`config.mk`:
```
export PLATFORM = sky130hd
export DESIGN_NAME = data_mem
export DESIGN_NICKNAME = d
export VERILOG_FILES = /design/src/rtl/data_mem_pkg.sv /design/src/rtl/data_mem.sv
export SDC_FILE = /design/constraint.sdc
export NUM_CORES = 2
export LEC_CHECK = 0
export CORE_MARGIN = 10
export CORE_UTILIZATION = 60
export DETAILED_ROUTE_END_ITERATION = 10
export PLACE_DENSITY = 0.73
export SYNTH_ARGS = -nofsm -noshare
export SYNTH_HDL_FRONTEND = slang
export SYNTH_SLANG_ARGS = --single-unit
```
`constraint.sdc`:
```
create_clock -name clk -period 10.01 [get_ports clk]
set_clock_uncertainty 0.1 [all_clocks]
set_input_delay 2.5025 -clock clk [delete_from_list [all_inputs] [get_ports clk]]
set_output_delay 2.5025 -clock clk [all_outputs]
set_load 0.02 [all_outputs]
```
`src/rtl/data_mem_pkg.sv`:
```
// Shared sizing and word types for the data memory and the CPU datapath around it.
package data_mem_pkg;

   localparam int ADDR_W = 8;
   localparam int DATA_W = 8;
   localparam int DEPTH  = 2 ** ADDR_W;

   typedef logic [ADDR_W-1:0] addr_t;
   typedef logic [DATA_W-1:0] word_t;

endpackage : data_mem_pkg

```
`src/rtl/data_mem.sv`:
```
// 256 x 8 single-port data memory: synchronous write, combinational read,
// asynchronous active-low clear of the whole array.
module data_mem
   import data_mem_pkg::*;
(
   input  logic              clk,
   input  logic              rst_n,
   input  logic [ADDR_W-1:0] add,
   input  logic [DATA_W-1:0] data_in,
   output logic [DATA_W-1:0] data_out,
   input  logic              wr
);

   // Kept as flops rather than block RAM so the whole array can clear asynchronously.
   word_t mem [DEPTH];

   always_ff @(posedge clk or negedge rst_n) begin
      if (!rst_n) begin
         for (int i = 0; i < DEPTH; i++) begin
            mem[i] <= '0;
         end
      end else if (wr) begin
         mem[add] <= data_in;
      end
   end

   // Read path has no bypass: a write becomes visible only after its clock edge.
   assign data_out = mem[add];

endmodule : data_mem

```
==> impl_metrics.prom <==
# TYPE chip_impl_metric gauge
chip_impl_metric{name="seq_area",unit="mm2"} 0.05125
chip_impl_metric{name="slew_headroom",unit="%"} 12.86
chip_impl_metric{name="clock_tree.buffer_depth",unit=""} 3
chip_impl_metric{name="core_region",unit="mm2"} 0.1539
chip_impl_metric{name="initial_antenna_violation_count",unit=""} 4
chip_impl_metric{name="netlist_instances",unit=""} 5832
chip_impl_metric{name="period_minus_slack",unit="ps"} 9626
chip_impl_info{name="critical_path.most_common_cell",value="sky130_fd_sc_hd__buf_4"} 1
chip_impl_info{name="mostFrequentLayoutCell",value="sky130_fd_sc_hd__dfrtp_1"} 1
chip_impl_info{name="outcome",value="finished clean"} 1
chip_impl_metric{name="antenna_left",unit=""} 0
chip_impl_info{name="tritoncts_clock_tree",value="yes"} 1
chip_impl_metric{name="grt_start_max_net_pins",unit=""} 183
chip_impl_metric{name="postSynthRegisterBits",unit=""} 2048
chip_impl_metric{name="critical_path_buf_inv_count",unit=""} 4
chip_impl_metric{name="cp_data_arrival_time",unit="ps"} 7020
chip_impl_metric{name="yosysTopAreaCellShare",unit="%"} 55.28
chip_impl_metric{name="drc",unit=""} 0
chip_impl_metric{name="critPathMaxStageDelay",unit="ps"} 1210
chip_impl_metric{name="clock_latency",unit="ps"} 820
chip_impl_metric{name="post_detailed_route_via_to_cell_ratio",unit=""} 6.602
chip_impl_info{name="worstSetupPathType",value="in -> out"} 1
chip_impl_metric{name="ctsHtreeMaxLevel",unit=""} 4
chip_impl_info{name="critical_path.cell_chain",value="clkdlybuf4s50_1, nand2b_2, buf_4, a21oi_1, o41ai_1, buf_4, nand4_1, buf_4"} 1
chip_impl_info{name="rsz0062_at_grt",value="false"} 1
chip_impl_metric{name="timing_max_transition_violations_final",unit=""} 0
chip_impl_metric{name="postCtsSetupBuffers",unit=""} 0
chip_impl_metric{name="num_rows",unit=""} 144
chip_impl_metric{name="layout.nets",unit=""} 5750
chip_impl_metric{name="ctsHoldBuffers",unit=""} 0
chip_impl_metric{name="global_route.overflow_total",unit=""} 0
chip_impl_metric{name="io_pins",unit=""} 27
chip_impl_metric{name="synth.yosys.seq_area_share",unit="%"} 55.28
chip_impl_metric{name="wirelength",unit="mm"} 230.7
chip_impl_metric{name="placement.io_buffers",unit=""} 26
chip_impl_metric{name="numCtsBuffers",unit=""} 204
chip_impl_metric{name="layout-area-overhead-vs-synth",unit="%"} 9.994
chip_impl_metric{name="initial_standard_cell_utilization_of_the_core",unit="%"} 60.25
chip_impl_metric{name="yosysWarnings",unit=""} 0
chip_impl_metric{name="globalplace.congestion",unit=""} 0.8192
chip_impl_metric{name="synth_fp_nets",unit=""} 5851
chip_impl_metric{name="synth_cell_types",unit=""} 29
chip_impl_metric{name="routed_wire_length_per_instance",unit="um"} 29.02
chip_impl_info{name="cts-root-buf",value="sky130_fd_sc_hd__clkbuf_16"} 1
chip_impl_metric{name="fin_tns_setup",unit="ps"} 0
chip_impl_metric{name="post-dp-hpwl",unit="mm"} 138.2
chip_impl_metric{name="fillerInstances",unit=""} 10750
chip_impl_metric{name="timing_worst_slew_pin_value",unit="ps"} 1303
chip_impl_metric{name="report.final.setup_viol",unit=""} 0
chip_impl_info{name="cp_slowest_cell",value="sky130_fd_sc_hd__clkdlybuf4s50_1"} 1
chip_impl_metric{name="drive_above_1_share",unit="%"} 40.92
chip_impl_metric{name="chipHeight",unit="um"} 413.1
chip_impl_info{name="regMostFlops",value="mem"} 1
chip_impl_metric{name="drv_cap",unit=""} 0
chip_impl_metric{name="largest_register_ffs",unit=""} 2048
chip_impl_metric{name="hold_viol_final",unit=""} 0
chip_impl_metric{name="dr.pass1.iters",unit=""} 5
chip_impl_info{name="cp_top_delay_family",value="buffers and inverters"} 1
chip_impl_metric{name="final.period_utilization",unit="%"} 96.16
chip_impl_info{name="synth.top_cells.by_area",value="sky130_fd_sc_hd__dfrtp_1 (55%), sky130_fd_sc_hd__mux2_2 (15%), sky130_fd_sc_hd__mux4_2 (12%), sky130_fd_sc_hd__mux2_1 (9.9%), sky130_fd_sc_hd__a22oi_1 (2.1%)"} 1
chip_impl_metric{name="max-vdd-ir-drop",unit="uV"} 216.9
chip_impl_metric{name="cts.sink_count",unit=""} 2048
chip_impl_info{name="largestRegisters",value="mem x2048"} 1
chip_impl_metric{name="global_route.usage.total",unit="%"} 27.27
chip_impl_info{name="mostFrequentLayoutCells",value="sky130_fd_sc_hd__dfrtp_1 (2,048), sky130_fd_sc_hd__mux2_2 (1,233), sky130_fd_sc_hd__mux2_1 (815), sky130_fd_sc_hd__mux4_2 (512), sky130_fd_sc_hd__a22oi_1 (256)"} 1
chip_impl_metric{name="final_design_area_no_fill",unit="mm2"} 0.1020
chip_impl_info{name="timing.critical_path.from_type",value="input port"} 1
chip_impl_metric{name="mapped_cell_area",unit="mm2"} 0.09271
chip_impl_metric{name="route.vias.total",unit=""} 52480
chip_impl_metric{name="clkSlewWorstSetupHoldPaths",unit="ps"} 60
chip_impl_metric{name="max_freq",unit="MHz"} 103.9
chip_impl_metric{name="dr.first_iter.drc_count",unit=""} 4613
chip_impl_metric{name="syn_area_per_cell",unit="um2"} 15.90
chip_impl_metric{name="cellLeakagePower",unit="nW"} 48.40
chip_impl_info{name="worstSetupEndpointType",value="output pin"} 1
chip_impl_metric{name="dieArea",unit="mm2"} 0.1706
chip_impl_metric{name="floorplan.die.width",unit="um"} 413.1
chip_impl_metric{name="vias_in_the_first_global_route",unit=""} 54940
chip_impl_info{name="hold_wc_path_type",value="reg -> reg"} 1
chip_impl_metric{name="power-per-cell-area",unit="mW/mm2"} 177.2
chip_impl_metric{name="crit_fanout",unit=""} 19
chip_impl_metric{name="dpl-instance-area",unit="mm2"} 0.09501
chip_impl_metric{name="timing.critical_path.required",unit="ps"} 7410
chip_impl_metric{name="hold_slack",unit="ps"} 377.3
chip_impl_metric{name="multi_input_comb_area",unit="mm2"} 0.03954
chip_impl_metric{name="cts_resized",unit=""} 0
chip_impl_metric{name="grt_pass1_wl",unit="mm"} 354.6
chip_impl_info{name="yosys.area.top_type",value="sky130_fd_sc_hd__dfrtp_1"} 1
## worst paths after layout
kind	from	endpoint	slack [ps]	cells after the start
max in group asynchronous	rst_n	mem[338]$_DFFE_PN0P_	6190	3
min reg2reg	mem[1194]$_DFFE_PN0P_	mem[1194]$_DFFE_PN0P_	380	1
min	mem[1194]$_DFFE_PN0P_	mem[1194]$_DFFE_PN0P_	380	1
max reg2reg	mem[1566]$_DFFE_PN0P_	mem[1566]$_DFFE_PN0P_	9080	1
min in group asynchronous	rst_n	mem[1653]$_DFFE_PN0P_	1480	1
max	add[5]	data_out[1]	380	8
## area by class of cell
cell class                 count  share of cell area (%)
sequential                  2048                   50.26
multi-input combinational   3324                   38.77
clock buffer                 314                   6.102
tap                         2044                   2.508
timing repair buffer         153                   1.629
clock inverter                61                  0.7190
antenna                        5                 0.01227
## routing by layer
metal	up-vias	track usage (%)	part of all wire [%]
met5	-	0	0.0078
met4	2	8.120	2.9
met3	413	5.352	6.9
met2	1688	42.21	47
met1	28630	39.47	43
li1	21750	-	-
## synth_stat cells
library cell	instances
sky130_fd_sc_hd__and3_1	1
sky130_fd_sc_hd__or2_1	1
sky130_fd_sc_hd__nor2_2	133
sky130_fd_sc_hd__clkbuf_1	344
sky130_fd_sc_hd__or2_0	1
sky130_fd_sc_hd__dfrtp_1	2048
sky130_fd_sc_hd__a22oi_1	256
sky130_fd_sc_hd__o41ai_1	32
sky130_fd_sc_hd__nand4_1	8
sky130_fd_sc_hd__nand3_1	9
sky130_fd_sc_hd__nor2_1	39
sky130_fd_sc_hd__a21oi_1	128
sky130_fd_sc_hd__nor3_1	2
sky130_fd_sc_hd__nor2b_1	8
sky130_fd_sc_hd__buf_2	66
sky130_fd_sc_hd__nor2_4	37
sky130_fd_sc_hd__buf_1	19
sky130_fd_sc_hd__nand2_1	97
sky130_fd_sc_hd__buf_6	21
sky130_fd_sc_hd__and2_1	2
sky130_fd_sc_hd__nand4b_1	1
sky130_fd_sc_hd__and3b_1	1
sky130_fd_sc_hd__mux2_2	1233
sky130_fd_sc_hd__buf_4	10
sky130_fd_sc_hd__nand2b_1	6
sky130_fd_sc_hd__mux2_1	815
sky130_fd_sc_hd__or3b_1	1
sky130_fd_sc_hd__and4bb_2	1
sky130_fd_sc_hd__mux4_2	512
## kinds of logic after synthesis
family / share of synthesized area [%]
muxes: 37.31
DFF: 55.28
buffers and inverters: 2.162
AOI/OAI and AO/OA: 3.066
and+or+nand+nor: 2.181
## metrics by stage
step / total power [W] / std cells / setup WS (ps) / util [%]
2_1_floorplan: 0.009798 / 5832 / 2938 / -
3_3_place_gp: 0.01029 / 7569 / 442.7 / 61.75
3_5_place_dp: 0.01035 / 7569 / 537.0 / 61.75
4_1_cts: 0.01820 / 7944 / 511.7 / 66.27
5_1_grt: 0.01867 / 7944 / 399.7 / 66.27
6_report: 0.01807 / 7949 / 384.2 / 66.28
## power by group
part	switching, W	total, W	internal [W]
combinational	0.000758	0.00133	0.000573
sequential	0.000188	0.00886	0.00867
clock	0.00324	0.00788	0.00464
(Power assumes the default switching activity.)
